==> config.mk <==
export PLATFORM = sky130hd
export DESIGN_NAME = calc_controller
export DESIGN_NICKNAME = d
export VERILOG_FILES = /design/src/rtl/calc_controller.sv
export SDC_FILE = /design/constraint.sdc
export NUM_CORES = 1
export LEC_CHECK = 0
export BUFFER_PORTS_ARGS = -buffer_cell sky130_fd_sc_hd__buf_2
export CORE_MARGIN = 2
export CORE_UTILIZATION = 55
export CTS_CLUSTER_SIZE = 10
export DETAILED_ROUTE_END_ITERATION = 7
export PLACE_DENSITY = 0.73
export SYNTH_ARGS = -nofsm -noshare
export SYNTH_HDL_FRONTEND = slang
export SYNTH_SLANG_ARGS = --single-unit
==> constraint.sdc <==
create_clock -name clock -period 12.3 [get_ports clock]
set_input_delay 0.615 -clock clock [delete_from_list [all_inputs] [get_ports clock]]
set_output_delay 0.615 -clock clock [all_outputs]
set_load 0.02 [all_outputs]
==> src/rtl/calc_controller.sv <==
// calc_controller: keypad calculator sequencer that gathers operands and drives an external ALU.
// Define CALC_CTRL_OVERFLOW_EN to reject digits that would overflow WIDTH bits.
module calc_controller #(
    parameter int WIDTH      = 16,
    parameter int MAX_DIGITS = 4
) (
    input  logic             clock,
    input  logic             reset,
    input  logic             new_value,
    input  logic             new_op,
    input  logic             equal_pressed,
    input  logic [3:0]       code,
    input  logic             alu_done,
    input  logic [WIDTH-1:0] alu_result,
    output logic [WIDTH-1:0] operand_a,
    output logic [WIDTH-1:0] operand_b,
    output logic [3:0]       op_code,
    output logic             alu_start,
    output logic [WIDTH-1:0] display,
    output logic             busy,
    output logic             overflow
);

    localparam int CW = $clog2(MAX_DIGITS + 1);

    typedef enum logic [2:0] {
        ENTRY_A,
        OP_WAIT,
        ENTRY_B,
        EXEC,
        RESULT
    } state_t;

    state_t           state;
    logic [CW-1:0]    count;
    logic [WIDTH-1:0] result;

    logic             do_eq;
    logic             do_op;
    logic             do_dig;
    logic             dig_room;
    logic             dig_ovf;
    logic             dig_ok;
    logic             dig_rej;
    logic [WIDTH-1:0] acc_src;
    logic [WIDTH-1:0] acc_next;

    // Strobe priority: equal beats op beats digit.
    assign do_eq  = equal_pressed;
    assign do_op  = new_op && !equal_pressed;
    assign do_dig = new_value && !new_op && !equal_pressed
                    && (code <= 4'd9);

    assign acc_src  = (state == ENTRY_B) ? operand_b : operand_a;
    assign dig_room = count < CW'(MAX_DIGITS);

`ifdef CALC_CTRL_OVERFLOW_EN
    logic [WIDTH+3:0] wide;

    assign wide     = {4'd0, acc_src} * (WIDTH+4)'(10)
                      + (WIDTH+4)'(code);
    assign acc_next = wide[WIDTH-1:0];
    assign dig_ovf  = |wide[WIDTH+3:WIDTH];
`else
    assign acc_next = acc_src * WIDTH'(10) + WIDTH'(code);
    assign dig_ovf  = 1'b0;
`endif

    assign dig_ok  = do_dig && dig_room && !dig_ovf;
    assign dig_rej = do_dig && dig_room && dig_ovf;

    always_ff @(posedge clock or posedge reset) begin
        if (reset) begin
            state     <= ENTRY_A;
            operand_a <= '0;
            operand_b <= '0;
            op_code   <= '0;
            display   <= '0;
            result    <= '0;
            count     <= '0;
            overflow  <= 1'b0;
            alu_start <= 1'b0;
            busy      <= 1'b0;
        end else begin
            alu_start <= 1'b0;
            if (state != EXEC && (do_eq || do_op))
                overflow <= 1'b0;
            unique case (state)
                ENTRY_A: begin
                    if (do_eq) begin
                        state <= ENTRY_A;
                    end else if (do_op) begin
                        op_code <= code;
                        state   <= OP_WAIT;
                    end else if (dig_ok) begin
                        operand_a <= acc_next;
                        display   <= acc_next;
                        count     <= count + CW'(1);
                    end else if (dig_rej) begin
                        overflow <= 1'b1;
                    end
                end
                OP_WAIT: begin
                    if (do_eq) begin
                        state <= OP_WAIT;
                    end else if (do_op) begin
                        op_code <= code;
                    end else if (do_dig) begin
                        operand_b <= WIDTH'(code);
                        display   <= WIDTH'(code);
                        count     <= CW'(1);
                        state     <= ENTRY_B;
                    end
                end
                ENTRY_B: begin
                    if (do_eq) begin
                        alu_start <= 1'b1;
                        busy      <= 1'b1;
                        display   <= result;
                        state     <= EXEC;
                    end else if (do_op) begin
                        state <= ENTRY_B;
                    end else if (dig_ok) begin
                        operand_b <= acc_next;
                        display   <= acc_next;
                        count     <= count + CW'(1);
                    end else if (dig_rej) begin
                        overflow <= 1'b1;
                    end
                end
                EXEC: begin
                    if (alu_done) begin
                        operand_a <= alu_result;
                        operand_b <= '0;
                        display   <= alu_result;
                        result    <= alu_result;
                        busy      <= 1'b0;
                        state     <= RESULT;
                    end
                end
                RESULT: begin
                    // Equal repeats the last operation on the result.
                    if (do_eq) begin
                        alu_start <= 1'b1;
                        busy      <= 1'b1;
                        display   <= result;
                        state     <= EXEC;
                    end else if (do_op) begin
                        op_code <= code;
                        state   <= OP_WAIT;
                    end else if (do_dig) begin
                        operand_a <= WIDTH'(code);
                        display   <= WIDTH'(code);
                        count     <= CW'(1);
                        state     <= ENTRY_A;
                    end
                end
                default: begin
                    state <= ENTRY_A;
                end
            endcase
        end
    end

endmodule

==> run_results.csv, run 1 <==
group,metric,value,unit
status,status,"completed",
cts,clk_latency,0.37,ns
synthesis,yosys-top-cells-area,"dfrtp_1 (35%), nand2_1 (7.6%), a21oi_1 (6.3%), ha_1 (6.3%), o21ai_0 (5.0%)",
synthesis,synth_cell_types,64,
synthesis,synth.most_common_cell,"nand2_1",
drt,final_antenna_net_count,0,
die,die_h,103,um
timing,max_freq,207,MHz
timing,setup-tns-final,0,ns
cts,cts_buffer_depth,2,
drt,vias,5356,
timing,maxSlewHeadroom,21.6,%
timing,finalHoldViolations,0,
timing,setup_viol,0,
min_path,worstHoldStart,"count[0]",
timing,fin_ws,7.46,ns
place,routabilityCongestion,0.965,
timing,skew,0.0176,ns
synthesis,synth_edf_count,0,
die,core,0.00964,sq mm
place,hpwl,12500,um
cts,cts_buffers,9,
die,row_count,36,
worst_setup_path,cp_max_fo,25,
drt,via_per_inst,6.29,
cts,clk_pin_slew_worst_paths,0.09,ns
cts,clock-root-buffer,"clkbuf_8",
place,placed_cell_area,0.00585,sq mm
die,dieArea,0.0106,sq mm
drt,first_pass_iters,5,
min_path,min_path_cells,1,
global_routing,grt_pass1_vias,4943,
worst_setup_path,rr_startpoint,"state[2]",
worst_setup_path,timing.rr.end,"display[15]",
place,place_ws,7.56,ns
place,io_buffers,79,
synthesis,synth_seq_cells,76,
finish,synthToLayoutAreaGrowth,12.3,%
finish,nets,769,
job,maxCapViolations,0,
synthesis,syn_inst,655,
finish,post-route-util,62.8,%
min_path,holdPathEnd,"count[0]",
worst_setup_path,arrival,5.12,ns
drt,drc_errors,0,
worst_setup_path,start_kind,"flip-flop",
synthesis,yosysWarnings,0,
drt,drtIter0Drc,514,
synthesis,yosysTopAreaCell,"dfrtp_1",
synthesis,synth_top_cells_by_count,"nand2_1 (109), dfrtp_1 (76), a21oi_1 (68)",
worst_setup_path,rrSetupSlack,7.46,ns
global_routing,antenna_found_initial,0,
global_routing,grt-ovfl-total,0,
drt,drt-wirelength-per-cell,19.9,um
timing,max_slew.worst_pin.slew,1.17,ns
drt,finalWirelength,17000,um
synthesis,synth_top_area_share,35.3,%
synthesis,synth-seq-area-share,35.3,%
worst_setup_path,worstSetupEndpointType,"flip-flop",
worst_setup_path,critical_path_required,12.59,ns
cts,tritoncts,"done",
worst_setup_path,rr_worst_depth,16,
min_path,hold_path_class,"reg -> reg",
synthesis,async_reset_ff_share,100,%
global_routing,grtUsageTotal,33.0,%
timing,layout_min_cycle_time,4.84,ns
global_routing,grt_pass1_wl,26400,um
cts,cts_resized,0,
finish,layout-drive-gt1-share,18.5,%
synthesis,syn_nets,710,
synthesis,syn_area,0.00539,sq mm
timing,timing.final.crit_share,39.3,%
die,die_x,103,um
synthesis,synth_flop_cell,"dfrtp_1",
cts,htreeDepth,3,
timing,rsz0062_at_grt,"no",
global_routing,grt_max_degree,77,
cts,cts.sinks,76,
worst_setup_path,crit_type,"reg -> reg",
timing,maxSlewViolCount,0,
cts,post-cts-setup-buffers,0,
cts,hold_buffers,0,
finish,antennaDiodeCount,0,
die,io_pins,81,
die,start_util,55.9,%
finish,design_area,0.00605,sq mm
synthesis,avgSynthCellArea,8.22,sq um
==> through the flow <==
| stage | hold slack [ns] | std cells |
|---|---|---|
| 2_1_floorplan | 0.446 | 655 |
| 3_3_place_gp | 0.467 | 836 |
| 3_5_place_dp | 0.481 | 836 |
| 4_1_cts | 0.490 | 852 |
| 5_1_grt | 0.499 | 852 |
| 6_report | 0.486 | 852 |
==> per-layer routing <==
metal | up-vias | track usage (%) | wire (um)
met5 | - | 0 | 0
met4 | 0 | 13.0 | 471
met3 | 38 | 5.76 | 1510
met2 | 284 | 50.1 | 7770
met1 | 2556 | 46.9 | 7210
li1 | 2478 | - | -
==> area by class of cell <==
class / instances / area [sq um]
fill: 850 / 3590
multi-input combinational: 526 / 3270
sequential: 76 / 1900
timing repair buffer: 87 / 455
tap: 133 / 166
clock buffer: 11 / 141
clock inverter: 5 / 61.3
inverter: 14 / 52.6
==> placed cells by master (no fill, tap or decap), types with 2 or more instances in the layout <==
cell type / instances
o2bb2ai_1: 5
inv_2: 2
xor2_1: 11
o211ai_2: 2
dfrtp_1: 76
nor3_1: 9
nor3b_1: 3
buf_2: 79
a211oi_1: 6
nand4_1: 3
and3_1: 6
a22oi_1: 8
mux2i_1: 2
fa_1: 2
ha_1: 27
o21a_1: 3
nand3_1: 14
a41oi_1: 5
a31oi_1: 9
o21ai_1: 5
nand2_1: 109
a21oi_1: 68
inv_1: 12
clkinvlp_4: 3
a22o_1: 6
nand3b_1: 2
a221oi_1: 8
a2111oi_0: 3
o31a_1: 2
and2_1: 5
xnor2_1: 17
a21o_1: 8
o22ai_1: 9
buf_4: 8
o21ai_0: 54
nor2_1: 65
mux2_2: 19
nand2b_1: 3
o22a_1: 4
clkbuf_8: 10
==> cell families (layout without fill, tap and decap cells) <==
group / count (synthesis) / in the layout / synth area share, %
other cells: 1 / 1 / 0.0696
simple gates: 224 / 224 / 17.7
xor+xnor: 30 / 30 / 5.27
mux: 21 / 21 / 4.34
flops: 76 / 76 / 35.3
fa+ha+maj: 29 / 29 / 7.02
compound gates: 221 / 221 / 26.3
buf+inv: 53 / 117 / 4.00
==> registers in the layout (all words and copies together), names as in the netlist <==
signal / flops
alu_start: 1
busy: 1
count: 3
display: 16
op_code: 4
operand_a: 16
operand_b: 16
result: 16
state: 3
==> critical path, cell delays in order (launching register included) <==
cell and delay [ns]:
dfrtp_1 0.85, nand2b_1 0.45, nor2_2 0.20, buf_4 0.29
nand2_1 0.09, nand2_1 0.07, ha_1 0.19, ha_1 0.21
fa_1 0.41, a21o_1 0.24, a21oi_1 0.18, xnor2_1 0.22
nand4_1 0.23, nor3b_2 0.36, o211ai_2 0.16, xnor3_1 0.41
a31oi_1 0.20
==> how the worst max path moves through the flow <==
stage / from / to
after detailed placement: state[2] / display[15]
after CTS: state[2] / display[15]
after global routing: state[1] / display[11]
final: state[2] / display[15]
after global placement: state[2] / display[15]
after floorplan: state[2] / display[15]
Power of run 1 is left out: the tool's default activity adds up to more than one toggle a clock period on the data nets, which glitch-free logic cannot reach.
==> run 2, diff against run 1 <==
==> constraint.sdc (replaced) <==
create_clock -name clock -period 5 [get_ports clock]
set_input_delay 0.25 -clock clock [delete_from_list [all_inputs] [get_ports clock]]
set_output_delay 0.25 -clock clock [all_outputs]
set_load 0.02 [all_outputs]
==> run_results.csv, run 2 (synthesis results as in run 1) <==
group,metric,value,unit
status,status,"completed",
global_routing,grt_max_degree,42,
drt,final_antenna_net_count,0,
drt,first_pass_iters,7,
worst_setup_path,critPathSlowestCell,"dfrtp_1",
cts,clk_pin_slew_worst_paths,0.08,ns
drt,drt-wirelength-per-cell,20.0,um
die,die_x,103,um
worst_setup_path,rrSetupSlack,0.54,ns
die,io_pins,81,
timing,timing.final.crit_share,89.3,%
drt,routed.top_layer,"met4",
place,io_buffers,79,
global_routing,grtUsageTotal,32.7,%
worst_setup_path,critical_path_required,5.25,ns
timing,max_slew.worst_pin.slew,1.10,ns
cts,post-cts-setup-buffers,0,
cts,cts.sinks,76,
cts,cts_buffer_depth,2,
cts,cts_buffers,9,
worst_setup_path,start_kind,"flip-flop",
cts,clk_latency,0.36,ns
worst_setup_path,worstSetupEndpointType,"flip-flop",
global_routing,antenna_found_initial,0,
timing,maxSlewViolCount,0,
min_path,hold_path_class,"in -> async",
timing,layout_min_cycle_time,4.46,ns
global_routing,grt_pass1_vias,4959,
finish,nets,775,
worst_setup_path,path_cells,"inv_2 -> nor2_1 -> nand2_1 -> buf_4 -> nand2_1 -> nand2_1 -> ha_1 -> fa_1 -> nand2_1 -> and2b_1 -> nor3b_1 -> o2111ai_1 -> nor3_1 -> xnor2_1 -> mux2_2 -> a21o_1",
timing,maxSlewHeadroom,26.6,%
cts,htreeDepth,3,
drt,met2_length,7930,um
global_routing,grt_pass1_wl,26400,um
worst_setup_path,cp_common_cell,"nand2_1",
cts,clock-root-buffer,"clkbuf_8",
timing,skew,0.0107,ns
finish,final_common_cell,"nand2_1",
timing,setup_viol,0,
drt,finalWirelength,17100,um
worst_setup_path,crit_type,"reg -> reg",
drt,wirelength_met1,7370,um
job,maxCapViolations,0,
finish,antennaDiodeCount,0,
die,row_count,36,
place,routabilityCongestion,0.940,
drt,met3_length,1460,um
cts,cts_resized,0,
timing,max_freq,224,MHz
drt,vias,5371,
drt,drtIter0Drc,490,
die,core,0.00964,sq mm
place,placed_cell_area,0.00589,sq mm
finish,post-route-util,63.4,%
timing,finalHoldViolations,0,
drt,via_per_inst,6.26,
finish,final_cell_mix,"nand2_1 (109), buf_2 (79), dfrtp_1 (76)",
die,dieArea,0.0106,sq mm
place,hpwl,12700,um
worst_setup_path,arrival,4.71,ns
die,die_h,103,um
finish,synthToLayoutAreaGrowth,13.4,%
worst_setup_path,max_stage_delay,0.66,ns
timing,setup-tns-final,0,ns
die,start_util,55.9,%
global_routing,grt-ovfl-total,0,
finish,layout-drive-gt1-share,19.2,%
finish,design_area,0.00611,sq mm
worst_setup_path,cp_max_fo,15,
cts,tritoncts,"done",
cts,hold_buffers,0,
drt,drc_errors,0,
timing,rsz0062_at_grt,"no",
==> run 2: changes by cell type in the layout (fill, tap and decap cells not counted), sizes merged <==
cell,change
clkinvlp,-1
buf,+6
bufinv,+1
clkinv,+1
clkbuf,-1
==> run 2: worst max-delay path: cells and delay by family (launching register included) <==
kind                       cells  cell delay [ns]
and+or+nand+nor                8             1.36
xor gates and xnor gates       1             0.22
adders and majority gates      2             0.94
muxes                          1             0.32
buffers and inverters          2             0.41
DFF                            1             0.66
AOI/OAI and AO/OA              2             0.42
==> run 2: stage by stage <==
stage | hold WS (ns) | std cells | setup slack [ns]
after CTS | 0.0604 | 858 | 0.613
after global routing | 0.0997 | 858 | 0.320
final | 0.0289 | 858 | 0.536
after detailed placement | 0.463 | 842 | 0.609
after global placement | 0.437 | 842 | 0.786
after floorplan | 0.345 | 655 | 0.772
==> run 2: metal layers <==
metal / global-route usage [%] / up-vias
li1: - / 2486
met1: 46.5 / 2571
met2: 50.5 / 276
met3: 5.97 / 38
met4: 10.7 / 0
met5: 0 / -
==> run 2: final timing paths <==
kind / from / to / cells after the start
min in group clock: alu_result[0] / result[0] / 2
worst max register to register: state[1] / display[12] / 16
max in group asynchronous: reset / display[13] / 3
worst max-delay path: state[1] / display[12] / 16
worst min-delay path: reset / op_code[1] / 2
worst min register to register: count[0] / count[0] / 1
==> run 2: cell type report <==
type	count	area (sq um)
Tap cell	133	166
Clock buffer	10	128
Multi-Input combinational cell	526	3270
Timing Repair Buffer	93	500
Fill cell	885	3530
Inverter	14	52.6
Clock inverter	6	88.8
Sequential cell	76	1900
Power of run 2 is left out for the same reason.
